$ cat src/rtl/ofdm_symbol_scheduler.sv
// ofdm_symbol_scheduler
// Arbitrates two Avalon-ST sample channels onto one source, one OFDM symbol
// packet at a time, enforcing a fixed packet length of PKT_WORDS words.
// Ports:
//   clock_clk, reset_reset_n      - clock, async active-low reset
//   asi_in0_* / asi_in1_*         - Avalon-ST sinks (data, valid, sop, eop, ready)
//   aso_out0_*                    - Avalon-ST source, data = {word, channel id}
//   enable                        - permits new grants
//   busy, pkt_count, err_count    - status
module ofdm_symbol_scheduler #(
  parameter int unsigned PKT_WORDS = 36
) (
  input  logic        clock_clk,
  input  logic        reset_reset_n,
  input  logic [31:0] asi_in0_data,
  input  logic        asi_in0_valid,
  input  logic        asi_in0_startofpacket,
  input  logic        asi_in0_endofpacket,
  output logic        asi_in0_ready,
  input  logic [31:0] asi_in1_data,
  input  logic        asi_in1_valid,
  input  logic        asi_in1_startofpacket,
  input  logic        asi_in1_endofpacket,
  output logic        asi_in1_ready,
  output logic [32:0] aso_out0_data,
  output logic        aso_out0_valid,
  output logic        aso_out0_startofpacket,
  output logic        aso_out0_endofpacket,
  input  logic        aso_out0_ready,
  input  logic        enable,
  output logic        busy,
  output logic [15:0] pkt_count,
  output logic [7:0]  err_count
);

  localparam int unsigned CNT_W = 16;
  localparam int unsigned ERR_W = 8;
  localparam logic [CNT_W-1:0] LAST_IDX = CNT_W'(PKT_WORDS - 1);
  localparam logic [ERR_W-1:0] ERR_MAX  = '1;

  typedef enum logic [1:0] {IDLE, XFER, FLUSH} state_t;

  state_t           state_q, state_d;
  logic [CNT_W-1:0] word_cnt_q, word_cnt_d;
  logic [15:0]      pkt_count_q;
  logic [ERR_W-1:0] err_count_q;
  logic             grant_q, grant_d;
  logic             last_grant_q, last_grant_d;
  logic             out_en_q;
  logic             pkt_inc, err_inc;
  logic             rdy0, rdy1;
  logic             out_valid, out_sop, out_eop;
  logic             sel_valid, sel_eop;
  logic [31:0]      sel_data;
  logic             req0, req1, last_word;

  // Mux of the granted sink
  assign sel_valid = grant_q ? asi_in1_valid       : asi_in0_valid;
  assign sel_eop   = grant_q ? asi_in1_endofpacket : asi_in0_endofpacket;
  assign sel_data  = grant_q ? asi_in1_data        : asi_in0_data;
  assign req0      = asi_in0_valid && asi_in0_startofpacket;
  assign req1      = asi_in1_valid && asi_in1_startofpacket;
  assign last_word = (word_cnt_q == LAST_IDX);

  // Next-state, handshake and counter-strobe logic. out_en_q holds every
  // handshake low while in reset and for the first edge after release.
  always_comb begin
    state_d      = state_q;
    word_cnt_d   = word_cnt_q;
    grant_d      = grant_q;
    last_grant_d = last_grant_q;
    pkt_inc      = 1'b0;
    err_inc      = 1'b0;
    rdy0         = 1'b0;
    rdy1         = 1'b0;
    out_valid    = 1'b0;
    out_sop      = 1'b0;
    out_eop      = 1'b0;
    if (out_en_q) begin
      case (state_q)
        IDLE: begin
          // Words without sop are drained and counted as errors
          rdy0    = asi_in0_valid && !asi_in0_startofpacket;
          rdy1    = asi_in1_valid && !asi_in1_startofpacket;
          err_inc = rdy0 || rdy1;
          if (enable && (req0 || req1)) begin
            grant_d      = (req0 && req1) ? !last_grant_q : req1;
            last_grant_d = grant_d;
            word_cnt_d   = '0;
            state_d      = XFER;
          end
        end
        XFER: begin
          out_valid = sel_valid;
          out_sop   = (word_cnt_q == '0);
          out_eop   = last_word || sel_eop;
          if (grant_q) rdy1 = aso_out0_ready;
          else         rdy0 = aso_out0_ready;
          if (sel_valid && aso_out0_ready) begin
            if (sel_eop) begin
              state_d = IDLE;
              if (last_word) pkt_inc = 1'b1;
              else           err_inc = 1'b1;
            end else if (last_word) begin
              // Overlong packet: truncate here, drop the tail in FLUSH
              state_d = FLUSH;
              err_inc = 1'b1;
            end else begin
              word_cnt_d = word_cnt_q + CNT_W'(1);
            end
          end
        end
        FLUSH: begin
          if (grant_q) rdy1 = 1'b1;
          else         rdy0 = 1'b1;
          if (sel_valid && sel_eop) state_d = IDLE;
        end
        default: state_d = IDLE;
      endcase
    end
  end

  // State and status registers
  always_ff @(posedge clock_clk or negedge reset_reset_n) begin
    if (!reset_reset_n) begin
      state_q      <= IDLE;
      word_cnt_q   <= '0;
      pkt_count_q  <= '0;
      err_count_q  <= '0;
      grant_q      <= 1'b0;
      last_grant_q <= 1'b1;
      out_en_q     <= 1'b0;
    end else begin
      state_q      <= state_d;
      word_cnt_q   <= word_cnt_d;
      grant_q      <= grant_d;
      last_grant_q <= last_grant_d;
      out_en_q     <= 1'b1;
      if (pkt_inc) pkt_count_q <= pkt_count_q + 16'(1);
      if (err_inc && (err_count_q != ERR_MAX)) err_count_q <= err_count_q + ERR_W'(1);
    end
  end

  assign asi_in0_ready          = rdy0;
  assign asi_in1_ready          = rdy1;
  assign aso_out0_data          = {sel_data, grant_q};
  assign aso_out0_valid         = out_valid;
  assign aso_out0_startofpacket = out_sop;
  assign aso_out0_endofpacket   = out_eop;
  assign busy                   = (state_q != IDLE);
  assign pkt_count              = pkt_count_q;
  assign err_count              = err_count_q;

endmodule

$ cat config.mk
export PLATFORM = sky130hd
export DESIGN_NAME = ofdm_symbol_scheduler
export DESIGN_NICKNAME = d
export VERILOG_FILES = /design/src/rtl/ofdm_symbol_scheduler.sv
export SDC_FILE = /design/constraint.sdc
export NUM_CORES = 1
export LEC_CHECK = 0
export ABC_AREA = 0
export ABC_CLOCK_PERIOD_IN_PS = 3800
export CORE_MARGIN = 5
export CORE_UTILIZATION = 45
export CTS_CLUSTER_SIZE = 24
export DETAILED_ROUTE_END_ITERATION = 16
export GPL_TIMING_DRIVEN = 0
export PLACE_DENSITY = 0.85
export REMOVE_ABC_BUFFERS = 1
export SLEW_MARGIN = 0
export SYNTH_ARGS = -nofsm -noshare
export SYNTH_HDL_FRONTEND = slang
export SYNTH_SLANG_ARGS = --single-unit
$ cat constraint.sdc
create_clock -name clock_clk -period 3.8 [get_ports clock_clk]
set_clock_uncertainty 0.15 [all_clocks]
set_input_delay 0.38 -clock clock_clk [delete_from_list [all_inputs] [get_ports clock_clk]]
set_output_delay 0.38 -clock clock_clk [all_outputs]
set_load 0.01 [all_outputs]
==> results of run 1 <==
## state kept, by name, indices dropped and copies added, names as in the netlist
register and count:
pkt_count 16, word_cnt_q 16, err_count 8, state_q 2
grant_q 1, last_grant_q 1, out_en_q 1
## final timing paths
kind	startpoint	to	depth (start not counted)
worst max-delay path	word_cnt_q[0]	aso_out0_endofpacket	6
worst min-delay path	pkt_count[15]	pkt_count[15]	1
worst max register to register	grant_q	word_cnt_q[3]	4
worst min register to register	pkt_count[15]	pkt_count[15]	1
max in group asynchronous	reset_reset_n	state_q[1]	3
min in group asynchronous	reset_reset_n	word_cnt_q[15]	2
## through the flow
step | setup WS [ns] | std cells | instance area (um2)
3_3_place_gp | 0.442 | 495 | 4260
5_1_grt | 0.524 | 506 | 4460
4_1_cts | 0.686 | 506 | 4460
2_1_floorplan | 0.836 | 282 | 2810
3_5_place_dp | 1.01 | 497 | 4310
6_report | 0.688 | 506 | 4460
## routing by layer
| layer | routed length [um] | vias to the layer above |
|---|---|---|
| met2 | 4780 | 118 |
| met1 | 3520 | 1326 |
| met3 | 596 | 15 |
| li1 | - | 1337 |
| met4 | 223 | 0 |
| met5 | 0 | - |
## kinds of logic (layout without fill, tap and decap cells)
group | Yosys count | after routing
mux | 38 | 38
fa+ha+maj | 6 | 6
flops | 45 | 45
buf+inv | 22 | 157
compound gates | 49 | 49
xor+xnor | 21 | 21
simple gates | 112 | 112
other cells | 1 | 1
## area by class of cell
| class | instances | area [um2] | area share, % |
|---|---|---|---|
| clock buffer | 5 | 68.8 | 1.54 |
| clock inverter | 3 | 68.8 | 1.54 |
| inverter | 10 | 37.5 | 0.841 |
| multi-input combinational | 227 | 1640 | 36.8 |
| sequential | 45 | 1130 | 25.3 |
| tap | 77 | 96.3 | 2.16 |
| timing repair buffer | 139 | 1420 | 31.9 |
## power by group through the flow
stage | combinational [mW] | clock, mW | sequential, mW
floorplan | 0.428 | 0 | 0.668
global placement | 0.876 | 0 | 0.681
finish | 0.948 | 0.429 | 0.646
CTS | 0.955 | 0.440 | 0.645
detailed placement | 0.946 | 0 | 0.655
global route | 1.01 | 0.465 | 0.665
## Yosys cell counts (all sizes together) (2+ instances only)
| master | n |
|---|---|
| xnor2 | 18 |
| clkbuf | 3 |
| and3 | 7 |
| nor4 | 6 |
| nand4 | 17 |
| a21oi | 4 |
| ha | 6 |
| a31oi | 4 |
| and4 | 3 |
| o21ai | 21 |
| o41ai | 3 |
| nor2 | 18 |
| nand2 | 22 |
| nand2b | 7 |
| o31ai | 5 |
| o22ai | 2 |
| and2 | 4 |
| or3 | 2 |
| dfrtp | 44 |
| a21o | 2 |
| mux2 | 37 |
| nor3 | 5 |
| nand3 | 14 |
| inv | 10 |
| xor2 | 3 |
| buf | 9 |
| nor2b | 2 |
==> results.yml, run 1 <==
layout:
  fillers: 481
  area_growth_syn_to_layout_pct: 55.4
  final_util_pct: 71.1
  final_cell_mix: "clkdlybuf4s50_1, dfrtp_1, mux2_2"
  drive_gt1_share_pct: 12.6
  final_common_cell: "clkdlybuf4s50_1"
  fin_nets: 508
  antennaDiodeCount: 0
route:
  drt.antenna.violating_nets: 0
  drtIter0Drc: 108
  drc_errors: 0
  via_count: 2796
  wirelength_um: 9120
  first_pass_iters: 4
  wl_per_cell_um: 18.0
  viasPerCell: 5.53
sta:
  tns_ns: 0
  finalSetupViolCount: 0
  relSlewSlack_pct: 50.2
  fmax_mhz: 321
  post-route-period-util_pct: 81.9
  min_period_ns: 3.11
  fin_hold_ws_ns: 0.335
  rsz0062_at_grt: "no"
  finalHoldViolations: 0
  slew_viol_final: 0
  worstMarginPinSlew_ns: 0.745
synthesis:
  yosys_warnings: 0
  synth_xor_area_share_pct: 6.41
  ys_seq_area_share_pct: 39.3
  syn_area_um2: 2870
  synth_compound_area_share_pct: 10.9
  synth_top_family_by_area: "simple AND/OR/NAND/NOR gates"
  synth_cell_types: 50
  synth_top_area_share_pct: 38.3
  synthArstFlopShare_pct: 100
  synth-seq-cells: 45
  netlist_top_cells_area: "dfrtp_1, mux2_2, xnor2_1, nand4_1, o21ai_1"
  synth_edf_count: 0
  synthMuxAreaShare_pct: 15.3
  yosys.area_share.simple_pct: 21.8
  syn_inst: 294
  ys.flop_type: "dfrtp_1"
  yosys.area.top_type: "dfrtp_1"
  avgSynthCellArea_um2: 9.77
  synthAdderAreaFrac_pct: 2.61
clocking:
  numCtsBuffers: 5
  cts_resized: 0
  cts_tree: "yes"
  htreeDepth: 2
  clkSlewWorstSetupHoldPaths_ns: 0.09
  cts_sinks: 45
  cts_setup_buffers: 0
  clkLatencyLatePin_ns: 0.30
  cts_hold_buffers: 1
  cts.path.max_buffers: 2
  cts_root_buf: "clkbuf_8"
worst_setup_path:
  arrival_ns: 2.58
  critPathLaunchType: "flop"
  crit_required_ns: 3.27
  endpoint_kind: "primary output"
  crit_family: "simple AND/OR/NAND/NOR gates"
  slowest_stage: "clkdlybuf4s50_1"
  path_buf_inv: 1
  cp_cell_sequence: "ha_1 -> nor4bb_1 -> nand4_2 -> ha_1 -> nor2_1 -> clkdlybuf4s50_1"
  crit_top_cell: "ha_1"
  ff2ff_setup_slack_ns: 0.99
  worst-path-max-fanout: 6
  slowest_delay_ns: 0.59
  path_class: "flop to primary output"
grt:
  grt-ovfl-total: 0
  globalRouteMet3Util_pct: 6.01
  grt_pass1_vias: 2787
  grt_max_degree: 26
  antenna_found_initial: 0
  met2_usage_pct: 40.1
  grt_use_met1_pct: 26.5
  grt_pass1_wl_um: 14900
  grt_usage_pct: 22.6
  grt-busiest-layer: "met2"
die:
  dieArea_um2: 8080
  start_util_pct: 45.7
  num_rows: 29
  die_w_um: 89.9
  fp.coreArea_um2: 6280
  ios: 137
  die-height_um: 89.9
pwr:
  p_int_mw: 1.34
  ir_drop_mv: 0.325
  pwr_density_cell_nw_per_um2: 454
  seqPwrFrac_pct: 31.9
  total_power_mw: 2.02
  combPwrFrac_pct: 46.9
  p_clk_share_pct: 21.2
  net-switching-power_uw: 682
  p_leak_nw: 1.80
  switching_share_pct: 33.7
place:
  dp_hpwl_um: 7340
  gp_congestion: 0.852
  port_buffers: 136
worst_hold_path:
  hold_path_class: "flop to flop"
run:
  cap_violations: 0
run_status:
  status: "finished clean"
Power figures use the tool's default switching activity.
==> run 2, diff against run 1 <==
- ABC_CLOCK_PERIOD_IN_PS: 3800 -> 2600
- CORE_UTILIZATION: 45 -> 37
- PLACE_DENSITY: 0.85 -> 0.75
- clock period: 3.8 -> 2.6 ns (I/O delays scaled with it)
==> run 2 against run 1 <==
  * Cell area grew 2.0%
  * Die area rose by 19%
  * Non-clock buffer count is 5 higher
  * Sequential power up 46%
  * Critical path depth is 2 lower
  * Combinational power up 49%
  * Register-to-register slack got worse by 0.88 ns
  * First-iteration DRC count is 52% higher
  * Global-route usage is 3.5 points lower
  * Count of clock-buffer cells in the layout unchanged
  * Sequential share of layout area is 0.40 points lower
  * Worst hold slack worse by 0.070 ns
  * Critical path type unchanged
  * Critical endpoint is now aso_out0_startofpacket
  * Largest cell class unchanged
  * Largest power group unchanged
  * Highest routed layer unchanged
==> results.yml, run 2 (synthesized netlist as in run 1, its figures left out) <==
run_status:
  status: "finished clean"
route:
  drc_errors: 0
  first_pass_iters: 4
  viasPerCell: 5.27
  wl_per_cell_um: 17.5
  via_count: 2825
  drtIter0Drc: 164
  drt.antenna.violating_nets: 0
  wirelength_um: 9370
sta:
  worstMarginPinSlew_ns: 0.755
  fmax_mhz: 396
  fin_ws_ns: 0.0750
  min_period_ns: 2.53
  finalHoldViolations: 0
  rsz0062_at_grt: "yes"
  fin_hold_ws_ns: 0.265
  relSlewSlack_pct: 49.5
  slew_viol_final: 0
  post-route-period-util_pct: 97.1
  finalSetupViolCount: 0
grt:
  grt_pass1_wl_um: 14900
  grt_max_degree: 31
  grt_pass1_vias: 2714
  antenna_found_initial: 0
  grt-ovfl-total: 0
  grt_usage_pct: 19.0
place:
  port_buffers: 136
  gp_congestion: 0.887
  dp_slack_ns: -0.376
  dp_hpwl_um: 7130
die:
  start_util_pct: 37.5
  dieArea_um2: 9620
  ios: 137
  fp.coreArea_um2: 7650
  die_w_um: 98.1
  num_rows: 32
  die-height_um: 98.1
layout:
  final_cell_mix: "clkdlybuf4s50_1, dfrtp_1, mux2_2"
  fin_nets: 513
  final_common_cell: "clkdlybuf4s50_1"
  fillers: 656
  ff_latch_area_um2: 1130
  area_growth_syn_to_layout_pct: 58.6
  drive_gt1_share_pct: 16.1
  antennaDiodeCount: 0
  final_util_pct: 59.5
  multi_input_area_um2: 1700
worst_setup_path:
  ff2ff_setup_slack_ns: 0.11
  reg2reg_depth: 8
  critPathLaunchType: "flop"
  endpoint_kind: "primary output"
  cp_cell_sequence: "nor4_4 -> nand4_1 -> nor4_1 -> clkdlybuf4s50_1"
  crit_required_ns: 2.19
  path_class: "flop to primary output"
  slowest_delay_ns: 0.61
  r2r-start: "word_cnt_q[13]"
  arrival_ns: 2.12
  slowest_stage: "clkdlybuf4s50_1"
  worst-path-max-fanout: 8
  r2r-end: "err_count[1]"
clocking:
  cts_sinks: 45
  cts_tree: "yes"
  numCtsBuffers: 5
  clkSlewWorstSetupHoldPaths_ns: 0.09
  clkLatencyLatePin_ns: 0.30
  htreeDepth: 2
  cts.path.max_buffers: 2
  cts_root_buf: "clkbuf_8"
pwr:
  p_leak_nw: 1.82
  ir_drop_mv: 0.484
  pwr_density_cell_nw_per_um2: 636
run:
  cap_violations: 0
worst_hold_path:
  hold_path_class: "input port to async pin"
-- run 2: changes by cell type in the layout (fill, tap and decap cells not counted), moves of 2 or more --
cell     previous run  this run
buf_16              2         0
dfrtp_1            44        42
nor4_1              4         2
nor4_4              0         2
buf_4               0         5
-- run 2: worst max-delay path, delay by kind of cell, from the launching register on --
| family | cells | cell delay, ns |
|---|---|---|
| DFF | 1 | 0.49 |
| and+or+nand+nor | 3 | 0.72 |
| buffers and inverters | 1 | 0.61 |
-- run 2: repair_timing --
action                                 4_1_cts  5_1_grt
setup endpoints to repair                   35       14
endpoints found under the hold margin       14        0
resized for setup                            9        7
cloned                                       0        0
buffers inserted                             5        1
hold buffers                                 1        0
pin swaps                                    1        4
-- run 2: routing by layer --
metal / part of all wire [%] / wire length [um] / up-vias / global-route usage, %
met3: 8.3 / 775 / 8 / 5.00
met4: 1.3 / 122 / 0 / 4.15
met5: 0 / 0 / - / 0
li1: - / - / 1352 / -
met2: 49 / 4630 / 123 / 33.2
met1: 41 / 3840 / 1342 / 23.6
-- run 2: worst max-delay path by stage --
stage,start,endpoint,slack (ns),depth (start not counted)
2_1_floorplan,grant_q,err_count[1],-0.36,8
3_3_place_gp,grant_q,word_cnt_q[3],-0.77,4
3_5_place_dp,grant_q,word_cnt_q[3],-0.38,4
4_1_cts,word_cnt_q[0],err_count[1],0.009,9
5_1_grt,state_q[1],aso_out0_startofpacket,-0.06,4
6_report,word_cnt_q[4],aso_out0_startofpacket,0.07,4
-- run 2: area by class of cell --
| cell class | instances | area share (%) |
|---|---|---|
| clock inverter | 3 | 1.02 |
| tap | 102 | 2.80 |
| sequential | 45 | 24.9 |
| inverter | 10 | 0.824 |
| timing repair buffer | 144 | 31.6 |
| clock buffer | 5 | 1.51 |
| multi-input combinational | 227 | 37.4 |
-- run 2: report_power, final --
group	switching, mW	total (mW)	internal, mW	leakage, nW
Sequential	0.152	0.942	0.790	0.607
Clock	0.254	0.542	0.288	0.0543
Combinational	0.607	1.41	0.805	1.16
-- run 2: through the flow --
step / power (mW) / TNS [ns] / cells / cell area, um2
6_report: 2.90 / 0 / 536 / 4550
2_1_floorplan: 1.60 / -2.68 / 282 / 2810
4_1_cts: 2.92 / 0 / 535 / 4520
3_3_place_gp: 2.28 / -27.96 / 520 / 4300
5_1_grt: 3.07 / -0.167 / 536 / 4550
3_5_place_dp: 2.29 / -3.52 / 521 / 4310
==> run 3, diff against run 2 <==
- CAP_MARGIN: default -> 25
- CELL_PAD_IN_SITES_DETAIL_PLACEMENT: default -> 0
- CELL_PAD_IN_SITES_GLOBAL_PLACEMENT: default -> 1
- CORE_UTILIZATION: 37 -> 27
==> run 3 against run 2 <==
  * Critical endpoint is now asi_in1_ready
  * Critical path type unchanged
  * Largest cell class unchanged
  * Count of clock-buffer cells in the layout unchanged
  * Setup slack improved by 0.021 ns
  * Largest power group unchanged
  * Register-to-register slack improved by 0.05 ns
==> results.yml, run 3 (synthesized netlist as in run 1, its figures left out) <==
worst_setup_path:
  cp_cell_sequence: "inv_1 -> mux2_2 -> o22ai_1 -> and2_1 -> clkdlybuf4s50_1"
  reg2reg_depth: 8
  path_class: "flop to primary output"
  critical_path.startpoint: "grant_q"
  crit_required_ns: 2.19
  slowest_stage: "clkdlybuf4s50_1"
  critPathLaunchType: "flop"
  worst-path-max-fanout: 12
  slowest_delay_ns: 0.57
  ff2ff_setup_slack_ns: 0.16
  r2r-start: "word_cnt_q[13]"
  endpoint_kind: "primary output"
  arrival_ns: 2.09
clocking:
  cts_root_buf: "clkbuf_8"
  cts_tree: "yes"
  clkLatencyLatePin_ns: 0.30
  clkSlewWorstSetupHoldPaths_ns: 0.09
  cts_sinks: 45
  numCtsBuffers: 5
  htreeDepth: 2
  cts.path.max_buffers: 2
die:
  start_util_pct: 27.7
  die-height_um: 113
  dieArea_um2: 12800
  fp.coreArea_um2: 10400
  num_rows: 37
  ios: 137
  die_w_um: 113
sta:
  slew_viol_final: 0
  min_period_ns: 2.50
  tns_ns: 0
  fin_hold_ws_ns: 0.300
  finalSetupViolCount: 0
  fmax_mhz: 399
  post-route-period-util_pct: 96.3
  worstMarginPinSlew_ns: 0.763
  relSlewSlack_pct: 49.0
  fin_ws_ns: 0.0962
  finalHoldViolations: 0
pwr:
  ir_drop_mv: 0.228
  pwr_density_cell_nw_per_um2: 612
  p_leak_nw: 1.86
  total_power_mw: 2.82
grt:
  grt_max_degree: 27
  grt-ovfl-total: 0
  antenna_found_initial: 0
  grt_pass1_wl_um: 15000
  grt_pass1_vias: 2761
  grt_usage_pct: 14.4
route:
  drc_errors: 0
  drt.antenna.violating_nets: 0
  wirelength_um: 9460
  first_pass_iters: 4
  viasPerCell: 4.93
  wl_per_cell_um: 16.5
  drtIter0Drc: 126
  via_count: 2830
layout:
  final_cell_mix: "clkdlybuf4s50_1, dfrtp_1, mux2_2"
  fillers: 1013
  drive_gt1_share_pct: 17.6
  final_util_pct: 44.5
  final_common_cell: "clkdlybuf4s50_1"
  multi_input_area_um2: 1710
  ff_latch_area_um2: 1140
  antennaDiodeCount: 0
  fin_nets: 517
  area_growth_syn_to_layout_pct: 60.7
place:
  dp_slack_ns: -0.385
  gp_congestion: 0.813
  port_buffers: 136
  dp_hpwl_um: 7240
worst_hold_path:
  hold_path_class: "input port to flop"
  min_path_cells: 4
  holdCritStartpoint: "asi_in1_valid"
run_status:
  status: "finished clean"
run:
  cap_violations: 0
run 3: through the flow:
stage          std cells  area, um2
3_3_place_gp         554       4340
5_1_grt              574       4610
4_1_cts              570       4530
6_report             574       4610
3_5_place_dp         555       4350
2_1_floorplan        282       2810
run 3: routing by layer:
metal / vias to the layer above / routed length (um) / track usage (%)
met5: - / 0 / 0
met4: 0 / 225 / 4.33
met3: 14 / 752 / 3.74
met2: 116 / 4610 / 25.4
met1: 1345 / 3860 / 17.2
li1: 1355 / - / -
run 3: path summary, 6_finish.rpt:
| check | endpoint |
|---|---|
| worst max-delay path | asi_in1_ready |
| worst min-delay path | last_grant_q |
| worst max register to register | err_count[1] |
| worst min register to register | pkt_count[15] |
| max in group asynchronous | word_cnt_q[13] |
| min in group asynchronous | word_cnt_q[6] |
run 3: timing repair:
item	4_1_cts	5_1_grt
pin swaps	1	3
cloned	0	0
resized for setup	8	14
hold endpoints to repair	18	0
buffers inserted	6	4
endpoints found under the setup margin	32	13
hold buffers	1	0
run 3: layout make-up:
class / instances / share of cell area [%]
Sequential cell: 45 / 24.6
Tap cell: 136 / 3.69
Inverter: 10 / 0.813
Clock inverter: 3 / 0.461
Timing Repair Buffer: 148 / 31.9
Clock buffer: 5 / 1.49
Multi-Input combinational cell: 227 / 37.0
run 3: power breakdown:
group	switching [mW]	internal (mW)
Clock	0.254	0.191
Combinational	0.614	0.818
Sequential	0.154	0.791
Total	1.02	1.80
run 3: critical path, delay by kind of cell, from the launching register on:
kind | cells | cell delay [ns]
compound gates | 1 | 0.14
mux | 1 | 0.28
flops | 1 | 0.56
buf+inv | 2 | 0.67
simple gates | 1 | 0.14
